**src/rtl/cpu_pkg.sv**
```systemverilog
// Shared CPU encodings: memory access size, direction and memory FSM states.
package cpu_pkg;

    typedef enum logic [1:0] {
        WS_BYTE = 2'b00,
        WS_HALF = 2'b01,
        WS_WORD = 2'b10,
        WS_RSVD = 2'b11
    } word_sel_e;

    localparam logic MEM_READ  = 1'b1;
    localparam logic MEM_WRITE = 1'b0;

    typedef enum logic [1:0] {
        MS_IDLE = 2'b00,
        MS_WAIT = 2'b01,
        MS_DONE = 2'b10
    } mem_state_e;

    // Wide enough for LATENCY-1 with LATENCY up to 15.
    localparam int CNT_W = 4;

endpackage

```
**src/rtl/mfc_byte_array.sv**
```systemverilog
// Byte storage with four byte-lane write enables and a 4-byte big-endian read port.
module mfc_byte_array #(
    parameter int ADDR_W = 8
) (
    input  logic              clk,
    input  logic [ADDR_W-3:0] base,
    input  logic [3:0]        lane_we,
    input  logic [31:0]       wdata,
    output logic [31:0]       rdata
);

    logic [7:0] mem [2**ADDR_W];

    // NOTE: storage has no reset; contents survive clr and a reset would defeat RAM inference.
    always_ff @(posedge clk) begin
        for (int i = 0; i < 4; i++) begin
            if (lane_we[i]) begin
                mem[{base, 2'(i)}] <= wdata[31-8*i -: 8];
            end
        end
    end

    // Lane i is byte offset i from the aligned base; offset 0 is the most significant byte.
    always_comb begin
        rdata = '0;
        for (int i = 0; i < 4; i++) begin
            rdata[31-8*i -: 8] = mem[{base, 2'(i)}];
        end
    end

endmodule

```
**src/rtl/mfc_memory.sv**
```systemverilog
// Big-endian byte-addressed memory with fixed access latency and mfc handshake.
// Optional MFC_MEMORY_ALIGN_FAULT_EN adds alignFault instead of silent alignment.
module mfc_memory
    import cpu_pkg::*;
#(
    parameter int ADDR_W  = 8,
    parameter int LATENCY = 2
) (
    input  logic              clk,
    input  logic              clr,
    input  logic              memEn,
    input  logic              memRW,
    input  logic [1:0]        wordSel,
    input  logic [ADDR_W-1:0] address,
    input  logic [31:0]       dataIn,
    output logic [31:0]       dataOut,
`ifdef MFC_MEMORY_ALIGN_FAULT_EN
    output logic              alignFault,
`endif
    output logic              mfc
);

    mem_state_e        state, state_next;
    logic [CNT_W-1:0]  cnt;
    logic [ADDR_W-1:0] lat_addr;
    logic              lat_rw;
    word_sel_e         lat_ws;
    logic [31:0]       lat_din;

    logic              access;
    logic              no_access;
    logic [1:0]        off;
    logic [3:0]        lane_mask;
    logic [3:0]        lane_we;
    logic [31:0]       wdata;
    logic [31:0]       rdata;
    logic [31:0]       rd_val;

    assign access = (state == MS_WAIT) && (cnt == '0);
    assign mfc    = (state == MS_DONE);

`ifdef MFC_MEMORY_ALIGN_FAULT_EN
    assign no_access = (lat_ws == WS_RSVD)
                    || (lat_ws == WS_HALF && lat_addr[0])
                    || (lat_ws == WS_WORD && lat_addr[1:0] != 2'b00);
`else
    assign no_access = (lat_ws == WS_RSVD);
`endif

    always_comb begin
        state_next = state;
        case (state)
            MS_IDLE: if (memEn)      state_next = MS_WAIT;
            MS_WAIT: if (cnt == '0)  state_next = MS_DONE;
            MS_DONE: if (!memEn)     state_next = MS_IDLE;
            default:                 state_next = MS_IDLE;
        endcase
    end

    // NOTE: sequential state uses non-blocking assignments so every register samples pre-edge values.
    always_ff @(posedge clk or posedge clr) begin
        if (clr) begin
            state <= MS_IDLE;
        end else begin
            state <= state_next;
        end
    end

    always_ff @(posedge clk or posedge clr) begin
        if (clr) begin
            cnt <= '0;
        end else if (state == MS_IDLE && memEn) begin
            cnt <= CNT_W'(LATENCY - 1);
        end else if (state == MS_WAIT && cnt != '0) begin
            cnt <= cnt - CNT_W'(1);
        end
    end

    always_ff @(posedge clk) begin
        if (state == MS_IDLE && memEn) begin
            lat_addr <= address;
            lat_rw   <= memRW;
            lat_ws   <= word_sel_e'(wordSel);
            lat_din  <= dataIn;
        end
    end

    // NOTE: every always_comb output gets a default first so no latch is inferred.
    always_comb begin
        off       = 2'b00;
        lane_mask = 4'b0000;
        wdata     = lat_din;
        case (lat_ws)
            WS_BYTE: begin
                off       = lat_addr[1:0];
                lane_mask = 4'b0001 << off;
                wdata     = {4{lat_din[7:0]}};
            end
            WS_HALF: begin
                off       = {lat_addr[1], 1'b0};
                lane_mask = 4'b0011 << off;
                wdata     = {2{lat_din[15:0]}};
            end
            WS_WORD: begin
                lane_mask = 4'b1111;
            end
            default: ;
        endcase
    end

    assign lane_we = (access && lat_rw == MEM_WRITE && !no_access) ? lane_mask : 4'b0000;

    always_comb begin
        rd_val = '0;
        case (lat_ws)
            WS_BYTE: begin
                case (off)
                    2'd0:    rd_val = {24'b0, rdata[31:24]};
                    2'd1:    rd_val = {24'b0, rdata[23:16]};
                    2'd2:    rd_val = {24'b0, rdata[15:8]};
                    default: rd_val = {24'b0, rdata[7:0]};
                endcase
            end
            WS_HALF: rd_val = off[1] ? {16'b0, rdata[15:0]} : {16'b0, rdata[31:16]};
            WS_WORD: rd_val = rdata;
            default: rd_val = '0;
        endcase
    end

    always_ff @(posedge clk or posedge clr) begin
        if (clr) begin
            dataOut <= '0;
        end else if (access && lat_rw == MEM_READ) begin
`ifdef MFC_MEMORY_ALIGN_FAULT_EN
            if (!no_access) dataOut <= rd_val;
`else
            dataOut <= rd_val;
`endif
        end
    end

`ifdef MFC_MEMORY_ALIGN_FAULT_EN
    always_ff @(posedge clk or posedge clr) begin
        if (clr) begin
            alignFault <= 1'b0;
        end else if (access) begin
            alignFault <= no_access;
        end else if (state == MS_DONE && !memEn) begin
            alignFault <= 1'b0;
        end
    end
`endif

    mfc_byte_array #(.ADDR_W(ADDR_W)) u_array (
        .clk     (clk),
        .base    (lat_addr[ADDR_W-1:2]),
        .lane_we (lane_we),
        .wdata   (wdata),
        .rdata   (rdata)
    );

endmodule

```
**config.mk**
```make
export PLATFORM = sky130hd
export DESIGN_NAME = mfc_memory
export DESIGN_NICKNAME = d
export VERILOG_FILES = /design/src/rtl/cpu_pkg.sv /design/src/rtl/mfc_byte_array.sv /design/src/rtl/mfc_memory.sv
export SDC_FILE = /design/constraint.sdc
export NUM_CORES = 2
export LEC_CHECK = 0
export ABC_AREA = 1
export CORE_MARGIN = 2
export CORE_UTILIZATION = 52
export DETAILED_ROUTE_END_ITERATION = 10
export MAX_ROUTING_LAYER = met4
export PLACE_DENSITY_LB_ADDON = 0.15
export SYNTH_ARGS = -nofsm -noshare
export SYNTH_HDL_FRONTEND = slang
export SYNTH_SLANG_ARGS = --single-unit
```
**constraint.sdc**
```tcl
create_clock -name clk -period 3.6 [get_ports clk]
set_input_delay 0.54 -clock clk [delete_from_list [all_inputs] [get_ports clk]]
set_output_delay 0.54 -clock clk [all_outputs]
set_load 0.01 [all_outputs]
```
# ---- Word-level counts from Yosys, hierarchy flattened
# Memory sizes are Yosys's and may differ from the RTL's. A register that Yosys moved wholly into a read port is not among the register bits.
# Index checks and enable logic that the tools add are counted.
dict set report word_totals {
  reg_bits 81
  ramBits 2048
  input_bits 46
  output_inout_bits 33
  elab_cells 61
  mem_count 1
}
dict set report classes {
  n_addsub 1
  eq_ne 10
  shift 2
  n_mux 25
  bitwise_logic 1
  reduce_logical 14
}
# name depth width read_ports rd_ports_with_merged_regs wr line
set memory_table {}
lappend memory_table {u_array.mem 256 8 4 4 4 mfc_byte_array.sv:12} ;# logic [7:0] mem [2**ADDR_W];
# op count
set op_table {}
lappend op_table {{case mux 32 bit (3 select lines)} 1}
lappend op_table {{case mux 32 bit (2 select lines)} 1}
lappend op_table {{2-to-1 mux 8 bit} 4}
lappend op_table {{case mux 8 bit (3 select lines)} 1}
lappend op_table {{2-to-1 mux 16 bit} 1}
lappend op_table {{2-to-1 mux 4 bit} 3}
lappend op_table {{case mux 4 bit (3 select lines)} 1}
lappend op_table {{== test 2 bit (second input constant)} 4}
lappend op_table {{2-to-1 mux 1 bit} 8}
lappend op_table {{== test 2 x 1 -> 1 bit (second input constant)} 3}
lappend op_table {{logical AND 1 bit} 6}
lappend op_table {{zero test 2 bit} 3}
lappend op_table {{2-to-1 mux 2 bit} 3}
lappend op_table {{case mux 2 bit (3 select lines)} 1}
lappend op_table {{zero test 4 bit} 1}
lappend op_table {{!= test 2 bit (second input constant)} 2}
lappend op_table {{case mux 2 bit (2 select lines)} 1}
lappend op_table {{nonzero test 4 bit} 1}
lappend op_table {{<< shifter 1 x 2 -> 4 bit (first input constant)} 1}
lappend op_table {{<< shifter 2 x 2 -> 4 bit (first input constant)} 1}
lappend op_table {{subtractor 4 x 1 -> 4 bit (second input constant)} 1}
lappend op_table {{AND reduction 3 bit} 1}
lappend op_table {{!= test 2 x 1 -> 1 bit (second input constant)} 1}
lappend op_table {{nonzero test 2 bit} 1}
lappend op_table {{2 further kinds} 2}

# ---- Longest topological paths before layout
dict set report logic_depth {
  ltp_word 7
  mapped_depth 18
  ltp_nobuf 15
}

# ---- By module
# From an unflattened synthesis, not the netlist that was laid out.
dict set report unflattened {
  hier_cells 9140
  area_unflattened_um2 90966.0
}
# mod n_inst cells_each area_per_inst_um2 seq_area_each_um2
set modules_own_cells {}
lappend modules_own_cells {mfc_byte_array 1 8691 87064.8 61499.0}
lappend modules_own_cells {mfc_memory 1 449 3901.2 2242.2}

# ---- Worst setup path after synthesis
# OpenSTA, ideal clock, no wires.
dict set report synth_timing {
  path_type {flip-flop to flip-flop}
  start {reg lat_ws[0]}
  end {mem u_array.mem[102][0] (data pin)}
  setup_time_ns 0.702
  arrival_ns 3.231
  required_time_ns 2.898
  path_slack_ns -0.333
  path_stages_with_launch 4
  n_path_buf 1
  period_less_slack_ns 3.933
  path_cell_list {edfxtp_1 -> nor2_2 -> clkbuf_1 -> o21ai_0}
}
# element line
set synth_rtl {}
lappend synth_rtl {{start: declaration} mfc_memory.sv:27} ;# word_sel_e lat_ws;
lappend synth_rtl {{start signal: assignment} mfc_memory.sv:83} ;# lat_ws <= word_sel_e'(wordSel);
lappend synth_rtl {{end: declaration} mfc_byte_array.sv:12}

==> results.sh <==
export IMPL_status="finished, final reports clean"
export IMPL_drt_total_wl_um=252000
export IMPL_cp_arrival_ns=3.55
export IMPL_worst_ep_required_time_ns=4.06
export IMPL_p_clk_frac=0.290
export IMPL_slew_viol_final=0
export IMPL_ys_ff_latch=2135
export IMPL_start_kind="flip-flop"
export IMPL_powerDensity_mw_per_mm2=758
export IMPL_io_pins=79
export IMPL_track_usage=0.305
export IMPL_hold_viol=0
export IMPL_vdd_drop_max_uv=547
export IMPL_intPower_w=0.0478
export IMPL_finalSetupViolCount=0
export IMPL_grt_pass1_vias=55700
export IMPL_post_place_ws_ns=0.577
export IMPL_hold_buffers=0
export IMPL_gp_congestion=0.904
export IMPL_syn_nets=7411
export IMPL_numPlacedInstances=9571
export IMPL_die_h_um=413
export IMPL_tightest_slew_ns=1.24
export IMPL_start_util=0.525
export IMPL_cts_setup_buffers=0
export IMPL_final_core_util=0.597
export IMPL_critPathKind="reg -> reg"
export IMPL_io_buffers=78
export IMPL_drt_vias_per_instance=5.84
export IMPL_switching_share=0.362
export IMPL_root_buffer="clkbuf_16"
export IMPL_rsz0062_at_grt="false"
export IMPL_worstSkewPairLatency_ns=0.87
export IMPL_drc=0
export IMPL_yosys_warnings=0
export IMPL_drtIter0Drc=7290
export IMPL_p_total_w=0.0748
export IMPL_relSlewSlack=0.172
export IMPL_critPathMaxFanout=64
export IMPL_nNetsFinal=7646
export IMPL_skew_ns=0.0480
export IMPL_combPwrFrac=0.311
export IMPL_min_period_over_period=0.858
export IMPL_rows=149
export IMPL_p_sw_w=0.0271
export IMPL_cts_inserted_buffers=215
export IMPL_clockBufferDepth=3
export IMPL_crit_path_end_kind="flip-flop"
export IMPL_first_pass_iters=8
export IMPL_die_x_um=413
export IMPL_max_freq_mhz=324
export IMPL_fp_dieArea_sq_mm=0.170
export IMPL_drive_above_1_share=0.0970
export IMPL_cts_resized=0
export IMPL_areaGrowthSynthToFinish_pct=13.8
export IMPL_fin_hold_ws_ns=0.117
export IMPL_cts_tree="done"
export IMPL_htreeDepth=4
export IMPL_hp_class="in -> async"
export IMPL_synth_yosys_seq_area_share=0.736
export IMPL_cts_clk_slew_worst_paths_ns=0.06
export IMPL_routedWlPerCell_um=25.3
export IMPL_synth_area_sq_mm=0.0868
export IMPL_stdcell_count=9981
export IMPL_post_route_min_period_ns=3.09
export IMPL_syn_inst=7364
export IMPL_grt_pass1_wl_um=366000
export IMPL_maxCapViolations=0
export IMPL_hpwl_um=152000
export IMPL_p_seq_frac=0.400
export IMPL_clock_sinks=2135
export IMPL_ant_nets=0
export IMPL_synth_cell_types=28
export IMPL_grt_max_degree=183
export IMPL_p_leak_nw=35.2
export IMPL_vias=58300
export IMPL_coreArea_sq_mm=0.165
export IMPL_antenna_found_initial=8
export IMPL_postSynthAreaPerCell_sq_um=11.8
export IMPL_grt_ovfl_total=0
export IMPL_layout_setup_ws_ns=0.510
cell type report:
type / instances / area, sq um
well taps: 2189 / 2740
flip-flops and latches: 2135 / 63900
diodes: 11 / 27.5
repair buffers: 498 / 4650
clock inverters: 119 / 1150
fillers: 13200 / 66600
inverters: 50 / 221
clock buffers: 280 / 5690
multi-input cells: 4699 / 20400
critical path, cell delays in order, from the launching register on:
cell and delay, ns:
edfxtp_1 0.40, buf_4 0.24, nor2_2 0.14, inv_1 0.07
nor2_2 0.38, nor2_1 0.08, o21ai_1 0.37, nand2_2 0.14
buf_12 0.22, nor2_1 0.57
layout by cell type, fill, tap and decap left out, types with 2 or more instances in the layout:
| cell | count |
|---|---|
| clkinv_2 | 41 |
| o21ai_0 | 26 |
| nor2_1 | 262 |
| clkbuf_16 | 215 |
| nand2_2 | 11 |
| o21ai_1 | 5 |
| clkinv_16 | 10 |
| bufinv_16 | 12 |
| nor3_1 | 18 |
| buf_4 | 363 |
| o21ai_4 | 9 |
| o211ai_1 | 8 |
| clkdlybuf4s50_1 | 78 |
| dfrtp_1 | 38 |
| inv_8 | 3 |
| clkbuf_8 | 7 |
| dfxtp_4 | 4 |
| inv_1 | 42 |
| nand2_1 | 2367 |
| clkinv_1 | 49 |
| nand3_1 | 1975 |
| clkbuf_1 | 58 |
| or2_2 | 4 |
| inv_2 | 4 |
| inv_16 | 4 |
| diode_2 | 11 |
| a21oi_1 | 2 |
| buf_12 | 57 |
| a21boi_1 | 4 |
| edfxtp_1 | 2091 |
| nor2_2 | 3 |
| dfxtp_2 | 2 |
layer usage:
| metal | GRT usage | up-vias | part of all wire |
|---|---|---|---|
| met4 | 0.140 | 0 | 0.048 |
| met2 | 0.458 | 2830 | 0.46 |
| met5 | - | - | 0 |
| met3 | 0.0617 | 528 | 0.094 |
| li1 | - | 26500 | - |
| met1 | 0.401 | 28400 | 0.40 |
registers in the layout (all words and copies together) (netlist names), named ones only:
signal and count:
dataOut 32, lat_rw 1, lat_addr 8, u_array.mem 2048, state 2, lat_ws 2, lat_din 32, cnt 4
per-stage QoR:
step / cell area (sq um) / TNS (ns)
finish: 98800 / 0
global route: 98800 / 0
CTS: 98700 / 0
detailed placement: 91900 / 0
global placement: 91900 / 0
floorplan: 86800 / -170.68
kinds of logic (layout without fill, tap and decap cells):
family,Yosys count,after routing,share of synthesized area
xor gates and xnor gates,1,1,0.000101
buffers and inverters,530,947,0.0306
and+or+nand+nor,4640,4640,0.230
DFF,2135,2135,0.736
other,0,11,0
AOI/OAI and AO/OA,57,57,0.00378
adders and majority gates,1,1,0.000144
final timing paths:
path | slack, ns | startpoint | cells past startpoint | end
setup / recovery | 0.51 | lat_ws[1] | 9 | u_array.mem[106][1]
max in group asynchronous | 3.05 | clr | 3 | dataOut[10]
min in group clk | 0.22 | dataIn[17] | 1 | lat_din[17]
setup reg to reg | 0.51 | lat_ws[1] | 9 | u_array.mem[106][1]
hold reg to reg | 0.48 | cnt[3] | 1 | cnt[3]
hold / removal | 0.12 | clr | 3 | dataOut[22]
synth_stat cells (all sizes together):
| library cell | instances | area, sq um |
|---|---|---|
| nor2 | 265 | 1000 |
| inv | 50 | 190 |
| nor3 | 18 | 90.1 |
| edfxtp | 2091 | 62800 |
| clkbuf | 90 | 338 |
| ha | 1 | 12.5 |
| xor2 | 1 | 8.76 |
| nand2 | 2378 | 8930 |
| o21ai | 41 | 209 |
| nand3 | 1975 | 9880 |
| or2 | 4 | 25.0 |
| a21oi | 2 | 10.0 |
| a21boi | 4 | 30.0 |
| a211oi | 1 | 12.5 |
| buf | 390 | 2130 |
| o22ai | 1 | 6.26 |
| dfrtp | 38 | 951 |
| dfxtp | 6 | 120 |
| o211ai | 8 | 60.1 |
power groups by stage:
stage | Clock [W] | Combinational [W] | Sequential [W]
5_1_grt | 0.0229 | 0.0251 | 0.0299
3_3_place_gp | 0 | 0.0228 | 0.0304
3_5_place_dp | 0 | 0.0230 | 0.0304
4_1_cts | 0.0219 | 0.0231 | 0.0299
6_report | 0.0217 | 0.0232 | 0.0299
2_1_floorplan | 0 | 0.0140 | 0.0306
Note: power is estimated with default switching activity, not from simulation.
